--- src/rtl/long_mul_div_unit_if.sv ---
// Request/response bundle between the execute pipeline and the multiply/divide unit.
interface long_mul_div_unit_if #(
    parameter int unsigned WIDTH = 32
);
    logic             flush;
    logic             in_valid;
    logic             in_ready;
    logic [1:0]       in_oper;
    logic [WIDTH-1:0] in_a;
    logic [WIDTH-1:0] in_b;
    logic             out_valid;
    logic             out_ready;
    logic [WIDTH-1:0] out_hi;
    logic [WIDTH-1:0] out_lo;
    logic             out_dz;

    // Pipeline side: issues requests and consumes results.
    modport master (
        output flush, in_valid, in_oper, in_a, in_b, out_ready,
        input  in_ready, out_valid, out_hi, out_lo, out_dz
    );

    // Unit side.
    modport slave (
        input  flush, in_valid, in_oper, in_a, in_b, out_ready,
        output in_ready, out_valid, out_hi, out_lo, out_dz
    );
endinterface

--- src/rtl/long_mul_div_unit.sv ---
// Iterative radix-2 multiply/divide unit: signed/unsigned double-width product or
// quotient/remainder, fixed latency of WIDTH+1 edges from accept to result valid.
module long_mul_div_unit #(
    parameter int unsigned WIDTH = 32,
    parameter int unsigned CNT_W = $clog2(WIDTH) + 1
) (
    input logic                 clk,
    input logic                 rst,
    long_mul_div_unit_if.slave  bus
);

    typedef enum logic [1:0] {StIdle, StRun, StFix, StDone} state_e;

    state_e               state_q, state_d;
    logic [CNT_W-1:0]     cnt_q;
    logic [1:0]           oper_q;
    logic [WIDTH-1:0]     opa_q;      // |a|: multiplicand, or dividend shifting out MSB first
    logic [WIDTH-1:0]     opb_q;      // |b|: multiplier shifting out LSB first, or divisor
    logic [2*WIDTH-1:0]   acc_q;      // product, or {remainder, quotient}
    logic [WIDTH-1:0]     a_orig_q;   // raw dividend, returned on divide by zero
    logic                 neg_lo_q;   // negate product / quotient
    logic                 neg_hi_q;   // negate remainder
    logic                 dz_q;
    logic [WIDTH-1:0]     out_hi_q, out_lo_q;
    logic                 out_dz_q;

    logic                 a_neg, b_neg;
    logic [WIDTH:0]       mul_sum;
    logic [WIDTH:0]       div_shift;
    logic [WIDTH:0]       div_diff;
    logic                 div_borrow;
    logic [WIDTH-1:0]     div_rem;
    logic [2*WIDTH-1:0]   prod;
    logic [WIDTH-1:0]     quot, rem;
    logic [WIDTH-1:0]     res_hi, res_lo;
    logic                 res_dz;

    // State register.
    always_ff @(posedge clk) begin
        if (rst) begin
            state_q <= StIdle;
        end else begin
            state_q <= state_d;
        end
    end

    // Next-state logic; flush overrides every transition.
    always_comb begin
        state_d = state_q;
        if (bus.flush) begin
            state_d = StIdle;
        end else begin
            unique case (state_q)
                StIdle:  if (bus.in_valid) state_d = StRun;
                StRun:   if (cnt_q == CNT_W'(1)) state_d = StFix;
                StFix:   state_d = StDone;
                StDone:  if (bus.out_ready) state_d = StIdle;
                default: state_d = StIdle;
            endcase
        end
    end

    // Handshake outputs decoded from registered state only.
    always_comb begin
        bus.in_ready  = (state_q == StIdle);
        bus.out_valid = (state_q == StDone);
        bus.out_hi    = out_hi_q;
        bus.out_lo    = out_lo_q;
        bus.out_dz    = out_dz_q;
    end

    // One radix-2 step of shift-add multiply and restoring divide.
    always_comb begin
        a_neg      = bus.in_oper[0] & bus.in_a[WIDTH-1];
        b_neg      = bus.in_oper[0] & bus.in_b[WIDTH-1];
        mul_sum    = {1'b0, acc_q[2*WIDTH-1:WIDTH]}
                   + (opb_q[0] ? {1'b0, opa_q} : {(WIDTH+1){1'b0}});
        div_shift  = {acc_q[2*WIDTH-1:WIDTH], opa_q[WIDTH-1]};
        // Partial remainder is below 2*divisor, so MSB of the W+1 bit difference is the borrow.
        div_diff   = div_shift - {1'b0, opb_q};
        div_borrow = div_diff[WIDTH];
        div_rem    = div_borrow ? div_shift[WIDTH-1:0] : div_diff[WIDTH-1:0];
    end

    // Sign fix-up and special-case selection of the final result.
    always_comb begin
        prod   = neg_lo_q ? -acc_q : acc_q;
        quot   = neg_lo_q ? -acc_q[WIDTH-1:0] : acc_q[WIDTH-1:0];
        rem    = neg_hi_q ? -acc_q[2*WIDTH-1:WIDTH] : acc_q[2*WIDTH-1:WIDTH];
        res_hi = prod[2*WIDTH-1:WIDTH];
        res_lo = prod[WIDTH-1:0];
        res_dz = 1'b0;
        if (oper_q[1]) begin
            if (dz_q) begin
                res_lo = '1;
                res_hi = a_orig_q;
                res_dz = 1'b1;
            end else begin
                res_lo = quot;
                res_hi = rem;
            end
        end
    end

    // Operand capture, iteration datapath and output registers.
    always_ff @(posedge clk) begin
        if (rst) begin
            cnt_q    <= '0;
            out_hi_q <= '0;
            out_lo_q <= '0;
            out_dz_q <= 1'b0;
        end else begin
            if (state_q == StIdle && state_d == StRun) begin
                oper_q   <= bus.in_oper;
                opa_q    <= a_neg ? -bus.in_a : bus.in_a;
                opb_q    <= b_neg ? -bus.in_b : bus.in_b;
                a_orig_q <= bus.in_a;
                neg_lo_q <= a_neg ^ b_neg;
                neg_hi_q <= a_neg;
                dz_q     <= (bus.in_b == '0);
                acc_q    <= '0;
                cnt_q    <= CNT_W'(WIDTH);
            end else if (state_q == StRun) begin
                cnt_q <= cnt_q - CNT_W'(1);
                if (oper_q[1]) begin
                    acc_q <= {div_rem, acc_q[WIDTH-2:0], ~div_borrow};
                    opa_q <= {opa_q[WIDTH-2:0], 1'b0};
                end else begin
                    acc_q <= {mul_sum, acc_q[WIDTH-1:1]};
                    opb_q <= {1'b0, opb_q[WIDTH-1:1]};
                end
            end
            if (state_q == StFix && !bus.flush) begin
                out_hi_q <= res_hi;
                out_lo_q <= res_lo;
                out_dz_q <= res_dz;
            end
        end
    end

endmodule
--- src/flat_wrapper.sv ---
// flat-port wrapper written by rule: the top's interface ports become plain ports
module long_mul_div_unit_flat 
#(
    parameter int unsigned WIDTH = 32,
    parameter int unsigned CNT_W = $clog2(WIDTH) + 1
)
  (clk, rst, bus_flush, bus_in_valid, bus_in_oper, bus_in_a, bus_in_b, bus_out_ready, bus_in_ready, bus_out_valid, bus_out_hi, bus_out_lo, bus_out_dz);
  long_mul_div_unit_if #(.WIDTH(WIDTH)) bus_i ();
  input logic clk;
  input logic rst;
  input wire logic [$bits(bus_i.flush)-1:0] bus_flush;
  input wire logic [$bits(bus_i.in_valid)-1:0] bus_in_valid;
  input wire logic [$bits(bus_i.in_oper)-1:0] bus_in_oper;
  input wire logic [$bits(bus_i.in_a)-1:0] bus_in_a;
  input wire logic [$bits(bus_i.in_b)-1:0] bus_in_b;
  input wire logic [$bits(bus_i.out_ready)-1:0] bus_out_ready;
  output wire logic [$bits(bus_i.in_ready)-1:0] bus_in_ready;
  output wire logic [$bits(bus_i.out_valid)-1:0] bus_out_valid;
  output wire logic [$bits(bus_i.out_hi)-1:0] bus_out_hi;
  output wire logic [$bits(bus_i.out_lo)-1:0] bus_out_lo;
  output wire logic [$bits(bus_i.out_dz)-1:0] bus_out_dz;
  assign bus_i.flush = bus_flush;
  assign bus_i.in_valid = bus_in_valid;
  assign bus_i.in_oper = bus_in_oper;
  assign bus_i.in_a = bus_in_a;
  assign bus_i.in_b = bus_in_b;
  assign bus_i.out_ready = bus_out_ready;
  assign bus_in_ready = bus_i.in_ready;
  assign bus_out_valid = bus_i.out_valid;
  assign bus_out_hi = bus_i.out_hi;
  assign bus_out_lo = bus_i.out_lo;
  assign bus_out_dz = bus_i.out_dz;
  long_mul_div_unit #(.WIDTH(WIDTH), .CNT_W(CNT_W)) u_core (.clk(clk), .rst(rst), .bus(bus_i));
endmodule
--- config.mk ---
export PLATFORM = sky130hd
export DESIGN_NAME = long_mul_div_unit_flat
export DESIGN_NICKNAME = d
export VERILOG_FILES = /design/src/rtl/long_mul_div_unit_if.sv /design/src/rtl/long_mul_div_unit.sv /design/src/flat_wrapper.sv
export SDC_FILE = /design/constraint.sdc
export NUM_CORES = 1
export LEC_CHECK = 0
export ABC_AREA = 1
export CORE_MARGIN = 10
export CORE_UTILIZATION = 55
export CTS_CLUSTER_SIZE = 40
export DETAILED_ROUTE_END_ITERATION = 10
export HOLD_SLACK_MARGIN = 0.03
export PLACE_DENSITY = 0.83
export SYNTH_ARGS = -nofsm -noshare
export SYNTH_HDL_FRONTEND = slang
export SYNTH_SLANG_ARGS = --single-unit
export TNS_END_PERCENT = 1
--- constraint.sdc ---
create_clock -name clk -period 5.53 [get_ports clk]
set_input_delay 0.8295 -clock clk [delete_from_list [all_inputs] [get_ports clk]]
set_output_delay 0.8295 -clock clk [all_outputs]
set_load 0.01 [all_outputs]
**Yosys cells after proc, flatten, opt, wreduce, memory -nomap -nowiden**

Index checks and enable logic that the tools add are counted.
Widths: inputs -> output; s select.

- Add/sub/neg operators: 8
- Equal/unequal tests: 6
- Muxes and demuxes: 28
- Bitwise operators: 5
- Reductions and logical operators: 12

Operators with widths:

| kind | number |
|---|---|
| $mux 32 | 16 |
| $mux 64 | 3 |
| $neg 32->32 | 4 |
| $neg 64->64 | 1 |
| $add 32x33->33 | 1 |
| $sub 33x32->33 | 1 |
| $logic_not 32->1 | 1 |
| $mux 6 | 2 |
| $mux 2 | 4 |
| $pmux 2 s4 | 1 |
| $eq 6x1->1 const B | 1 |
| $reduce_and 3->1 | 2 |
| $sub 6x1->6 const B | 1 |
| $eq 2x1->1 const B | 2 |
| $eq 2x2->1 const B | 2 |
| $reduce_and 2->1 | 2 |
| $reduce_bool 2->1 | 2 |
| $and 1x1->1 | 2 |
| $logic_and 1x1->1 | 2 |
| $logic_not 2->1 | 1 |
| $mux 1 | 2 |
| $ne 2x2->1 const B | 1 |
| $not 1->1 | 2 |
| $reduce_or 2->1 | 1 |
| other kinds (2) | 2 |

- Register bits after elaboration: 238
- Bits of input ports: 71
- Output and inout bits: 67
- Logic and storage cells: 73

**Logic depth before layout (Yosys ltp)**

- Word-level depth: 8
- Mapped depth: 20
- Mapped depth without buffers: 19

**Least setup slack after synthesis**

No wires, ideal clock.

- Path type: in2reg
- Start: input bus_out_ready
- End: register u_core.opa_q[0], enable pin
- Setup time: 0.387 ns
- Arrival: 5.548 ns
- Required time: 5.143 ns
- Setup slack: -0.405 ns
- Stages on the path: 8
- Buffers on the path: 1
- Path through: o21ai_1 a21oi_1 nor3_2 nand2_1 buf_2 a21oi_1 nand2_1 inv_1

- Cells in the longest elaborated chain, start to end: 7
- Elaborated cells between the ends (all ways): 8
- Those cells by class: eq/ne: 1; mux: 3; reduce/logical: 4

RTL lines:

| what | RTL line | source |
|---|---|---|
| from (decl) | flat_wrapper.sv:16 | `input wire logic [$bits(bus_i.out_ready)-1:0] bus_out_ready;` |
| $mux 2 * | long_mul_div_unit.sv:57 | `StDone: if (bus.out_ready) state_d = StIdle;` |
| $pmux 2 s4 * | long_mul_div_unit.sv:53 | `unique case (state_q)` |
| $mux 2 * | long_mul_div_unit.sv:50 | `if (bus.flush) begin` |
| $eq 2x1->1 * | long_mul_div_unit.sv:113 | `if (state_q == StIdle && state_d == StRun) begin` |
| $logic_and 1x1->1 * | long_mul_div_unit.sv:113 |  |
| $reduce_bool 2->1 (no line) | -- |  |
| $reduce_and 3->1 (no line) * | -- |  |
| to (signal assigned) | long_mul_div_unit.sv:115 | `opa_q <= a_neg ? -bus.in_a : bus.in_a;` |
| to (signal assigned) | long_mul_div_unit.sv:127 | `opa_q <= {opa_q[WIDTH-2:0], 1'b0};` |
| to (decl) | long_mul_div_unit.sv:17 | `logic [WIDTH-1:0] opa_q;` |

Mark *: on every way between the ends. The rest lies on a longest branch, timed or not.
A chain may end at the register's enable or synchronous reset.

**Worst setup path after layout**

- Start: register u_core.opb_q[0]
- End: register u_core.acc_q[51] (data pin)

- Cells in the longest elaborated chain, start to end: 4
- Elaborated cells between the ends (all ways): 6
- Those cells by class: add/sub: 2; mux: 4

RTL lines:

| what | RTL line | source |
|---|---|---|
| from (decl) | long_mul_div_unit.sv:18 | `logic [WIDTH-1:0] opb_q;` |
| from (signal assigned) | long_mul_div_unit.sv:116 | `opb_q <= b_neg ? -bus.in_b : bus.in_b;` |
| from (signal assigned) | long_mul_div_unit.sv:130 | `opb_q <= {1'b0, opb_q[WIDTH-1:1]};` |
| $mux 32 or $sub 33x32->33 (tied branches) | long_mul_div_unit.sv:77, long_mul_div_unit.sv:80 |  |
| $add 32x33->33 or $mux 32 (tied branches) | long_mul_div_unit.sv:77, long_mul_div_unit.sv:82 |  |
| $mux 64 * | long_mul_div_unit.sv:125 | `if (oper_q[1]) begin` |
| $mux 64 * | long_mul_div_unit.sv:123 | `end else if (state_q == StRun) begin` |
| to (signal assigned) | long_mul_div_unit.sv:126 | `acc_q <= {div_rem, acc_q[WIDTH-2:0], ~div_borrow};` |
| to (signal assigned) | long_mul_div_unit.sv:129 | `acc_q <= {mul_sum, acc_q[WIDTH-1:1]};` |
| to (decl) | long_mul_div_unit.sv:19 | `logic [2*WIDTH-1:0] acc_q;` |

Mark *: on every way between the ends. The rest lies on a longest branch, timed or not. The select of a mux whose other input is x is not followed.

==> tab_implementation.tex <==
\begin{tabular}{lr}
\hline
Metric & Value \\
\hline
\multicolumn{2}{l}{\textbf{Run status}} \\
\quad Status & complete, no violations \\
\multicolumn{2}{l}{\textbf{Setup path}} \\
\quad Maximum cell stage delay along the critical path & 0.76 ns \\
\quad Element type at the critical path end & flop \\
\quad WP data required & 5.93 ns \\
\quad Kind of critical path & flop to flop \\
\quad Cell chain of the critical path & nand2\_1 > inv\_1 > ha\_1 > fa\_1 > nand2\_1 > o21ai\_0 > a21oi\_1 > o21ai\_0 > nand2\_1 > nand3\_1 > nand3\_1 > a21oi\_1 \\
\quad Element type at the critical path start & flop \\
\quad Most frequent CP cell & sky130\_fd\_sc\_hd\_\_nand2\_1 \\
\quad Arrival @ worst endpoint & 4.43 ns \\
\quad Worst-path maximum fanout & 15 \\
\quad CP max-delay cell & sky130\_fd\_sc\_hd\_\_edfxtp\_1 \\
\multicolumn{2}{l}{\textbf{Power and ir drop}} \\
\quad Clock power share & 34.1\% \\
\quad LEAKAGE & 9.78 nW \\
\quad Worst VDD drop & 0.000209 V \\
\quad Relative contribution of combinational cells to total power & 23.9\% \\
\quad Internal portion of total power & 3.37 mW \\
\quad Power per cell area & 236 mW/mm² \\
\quad Part of the total power dissipated in sequential elements & 42.0\% \\
\quad Fraction of power spent switching nets & 33.5\% \\
\quad Sw power & 1.69 mW \\
\multicolumn{2}{l}{\textbf{Synth}} \\
\quad Net Count, Synth & 2994 \\
\quad Largest family of logic cells by synthesized area & simple AND/OR/NAND/NOR gates \\
\quad Number of warnings issued by yosys & 0 \\
\quad Adder and majority cell fraction of the synthesized area & 4.91\% \\
\quad Share of synthesized area spent on multiplexers & 0\% \\
\quad Flop and latch count out of synthesis & 237 \\
\quad Proportion of netlist area held by the largest area contributor & 26.1\% \\
\quad Async S/R FF share, synth & 0\% \\
\quad Cell Area, Synth & 0.0189 mm² \\
\quad Number of instances in the synthesized netlist & 2850 \\
\quad Dominant cells by area after synthesis & sky130\_fd\_sc\_hd\_\_edfxtp\_1, sky130\_fd\_sc\_hd\_\_nand2\_1, sky130\_fd\_sc\_hd\_\_inv\_1 \\
\quad XOR/XNOR Fraction of Synth Area & 3.48\% \\
\quad Post-synthesis simple-gate area fraction & 32.1\% \\
\quad Top flip-flop cell by instance count after synthesis & sky130\_fd\_sc\_hd\_\_edfxtp\_1 \\
\quad Share of synthesized area occupied by flip-flops and latches & 33.8\% \\
\quad Complex-gate fraction of the synthesized area & 15.7\% \\
\quad Unique cell type count in the Yosys netlist & 48 \\
\quad Mean cell area of the mapped netlist & 6.63 µm² \\
\quad Number of synthesized flops with an enable pin & 164 \\
\quad Library cell occupying the most area in the post-synthesis netlist & sky130\_fd\_sc\_hd\_\_edfxtp\_1 \\
\multicolumn{2}{l}{\textbf{Finish}} \\
\quad Commonest non-fill, non-tap cells in the layout & sky130\_fd\_sc\_hd\_\_nand2\_1, sky130\_fd\_sc\_hd\_\_inv\_1, sky130\_fd\_sc\_hd\_\_nor2\_1, sky130\_fd\_sc\_hd\_\_nand3\_1, sky130\_fd\_sc\_hd\_\_o21ai\_0 \\
\quad Final cell count without fillers & 3408 \\
\quad Most common cell after layout, fill and taps aside & sky130\_fd\_sc\_hd\_\_nand2\_1 \\
\quad Ratio of cells with drive above 1 in the final layout & 3.31\% \\
\quad Area added between synthesis and finish & 13.3\% \\
\quad Final core utilization & 63.5\% \\
\quad Final net count & 3084 \\
\multicolumn{2}{l}{\textbf{Floorplanning}} \\
\quad Area of the placeable core & 0.0337 mm² \\
\quad Total I/O pin count & 138 \\
\quad Die ar. & 0.0422 mm² \\
\quad Horiz. Die Dim & 205 µm \\
\quad Initial standard-cell utilization of the core & 56.1\% \\
\quad Die Y & 205 µm \\
\quad Count of standard-cell rows & 67 \\
\multicolumn{2}{l}{\textbf{CTS}} \\
\quad Number of buffers added by the clock tree synthesis step & 27 \\
\quad Clock latency reported for the late side of the worst-skew pair & 0.56 ns \\
\quad Clk sink count & 237 \\
\quad Buffer levels on the longest clock path & 3 \\
\quad Number of buffers added to fix hold violations after cts & 0 \\
\quad Quantity of gates resized following cts & 0 \\
\quad Post-CTS repair timing setup buffer count & 0 \\
\quad Clock transition time at the flip-flop clock pins of the worst setup and hold paths & 0.06 ns \\
\quad Number of H-tree levels & 1 \\
\quad Clock tree from TritonCTS & done \\
\quad Clock root cell & sky130\_fd\_sc\_hd\_\_clkbuf\_16 \\
\multicolumn{2}{l}{\textbf{GRT}} \\
\quad Overflow after GRT & 0 \\
\quad Met1 usage & 42.6\% \\
\quad Wire length of the first global-routing pass & 107000 µm \\
\quad Pin count of the biggest net entering global routing & 81 \\
\quad Vias in the first global route & 18800 \\
\quad GRT met3 Usage & 4.56\% \\
\quad M2 GR Usage & 52.8\% \\
\quad Combined global-route utilization of all metal layers & 32.4\% \\
\quad GR peak layer & met2 \\
\quad Initial antenna violation count & 1 \\
\multicolumn{2}{l}{\textbf{STA}} \\
\quad Final setup violation count & 0 \\
\quad Final max-slew violation count & 0 \\
\quad Smallest hold slack & 0.492 ns \\
\quad Highest clock frequency the design can meet & 0.248 GHz \\
\quad Crit share post-route & 72.9\% \\
\quad Minimum clock period & 4.03 ns \\
\quad Final TNS setup & 0 ns \\
\quad RSZ-0062 raised after global routing & false \\
\quad Number of hold violations in the final report & 0 \\
\quad Worst slew slack as a fraction of its limit & 15.9\% \\
\quad Final worst clock skew & 0.0146 ns \\
\quad Worst slew pin tran & 1.26 ns \\
\multicolumn{2}{l}{\textbf{Placement}} \\
\quad Total instance count after detailed placement & 3359 \\
\quad Post-detail-place hpwl & 55600 µm \\
\quad Placer congestion estimate & 1.11 \\
\quad \# port buffers & 137 \\
\multicolumn{2}{l}{\textbf{Worst hold path}} \\
\quad Classification of the worst-slack hold path & flop to flop \\
\multicolumn{2}{l}{\textbf{Job}} \\
\quad Max Cap Violations & 0 \\
\multicolumn{2}{l}{\textbf{Routing}} \\
\quad Per-cell via count in the routed design & 5.98 \\
\quad Total Wirelength & 71500 µm \\
\quad Final routed DRC violation total & 0 \\
\quad Number of antenna-violating nets in the routed design & 0 \\
\quad Vias post-DR & 20400 \\
\quad Routed length per instance & 21.0 µm \\
\quad Number of violations reported at the end of detailed-routing iteration 0 & 2327 \\
\quad Pre-Repair DR Iteration Count & 8 \\
\hline
\end{tabular}
## flip-flops by register name, indices dropped and copies added (netlist names)
| name | cells |
|---|---|
| u_core.opb_q | 32 |
| u_core.bus.out_hi | 32 |
| u_core.state_q | 2 |
| u_core.neg_hi_q | 1 |
| u_core.neg_lo_q | 1 |
| u_core.bus.out_lo | 32 |
| u_core.dz_q | 1 |
| u_core.oper_q | 1 |
| u_core.opa_q | 32 |
| u_core.cnt_q | 6 |
| u_core.a_orig_q | 32 |
| u_core.bus.out_dz | 1 |
| u_core.acc_q | 64 |
## path summary, 6_finish.rpt
path / startpoint / to / slack, ns / cells past startpoint
hold / removal: u_core.cnt_q[1] / u_core.cnt_q[1] / 0.49 / 2
setup reg to reg: u_core.opb_q[0] / u_core.acc_q[51] / 1.50 / 12
setup / recovery: u_core.opb_q[0] / u_core.acc_q[51] / 1.50 / 12
hold reg to reg: u_core.cnt_q[1] / u_core.cnt_q[1] / 0.49 / 2
## critical path, delay by kind of cell (launching register included)
kind / cells / cell delay (ns)
compound gates: 4 / 1.62
flops: 1 / 0.76
simple gates: 5 / 0.75
fa+ha+maj: 2 / 0.57
buf+inv: 1 / 0.16
## final cells by class
| class | count | area [µm²] |
|---|---|---|
| Sequential cell | 237 | 6390 |
| Clock buffer | 31 | 712 |
| Antenna cell | 1 | 2.50 |
| Multi-Input combinational cell | 2118 | 10600 |
| Tap cell | 448 | 561 |
| Inverter | 403 | 1510 |
| Fill cell | 3187 | 12300 |
| Clock inverter | 17 | 119 |
| Timing Repair Buffer | 153 | 1490 |
## power groups by stage
stage / Clock, mW / Sequential (mW) / Combinational, mW
4_1_cts: 1.73 / 2.12 / 1.18
3_5_place_dp: 0 / 2.15 / 1.17
3_3_place_gp: 0 / 2.15 / 1.16
6_report: 1.73 / 2.13 / 1.21
5_1_grt: 1.80 / 2.12 / 1.33
2_1_floorplan: 0 / 2.10 / 0.794
## cell usage after synthesis (all sizes together) (4+ instances only)
cell type	count
a21o	5
a21oi	204
a22oi	31
a31oi	15
and2	4
buf	33
clkbuf	59
dfxtp	73
edfxtp	164
ha	71
inv	402
nand2	740
nand3	244
nand3b	16
nand4	42
nor2	314
nor3	44
nor4	8
o211ai	16
o21a	7
o21ai	232
o21bai	8
o221ai	9
o31ai	9
or2	14
xnor2	17
xor2	58
## metrics by stage
stage | setup WS [ns] | area (µm²) | power (mW)
after floorplan | 0.945 | 18900 | 2.89
after global placement | 1.83 | 20600 | 3.31
after detailed placement | 1.81 | 20600 | 3.32
after CTS | 1.79 | 21400 | 5.02
after global routing | 1.42 | 21400 | 5.25
final | 1.50 | 21400 | 5.06
## layer usage
metal  routed length (µm)  part of all wire (%)  vias to the layer above
met4                 3310                   4.6                        2
met5                   13                 0.018                        -
met2                32400                    45                     1164
li1                     -                     -                     9612
met1                28400                    40                     9393
met3                 7390                    10                      204
## logic make-up after synthesis
logic type / after synthesis
buffers and inverters: 495
adders and majority gates: 73
DFF: 237
AOI/OAI and AO/OA: 540
and+or+nand+nor: 1430
xor gates and xnor gates: 75
No activity file was read; power rests on OpenSTA's default activity.
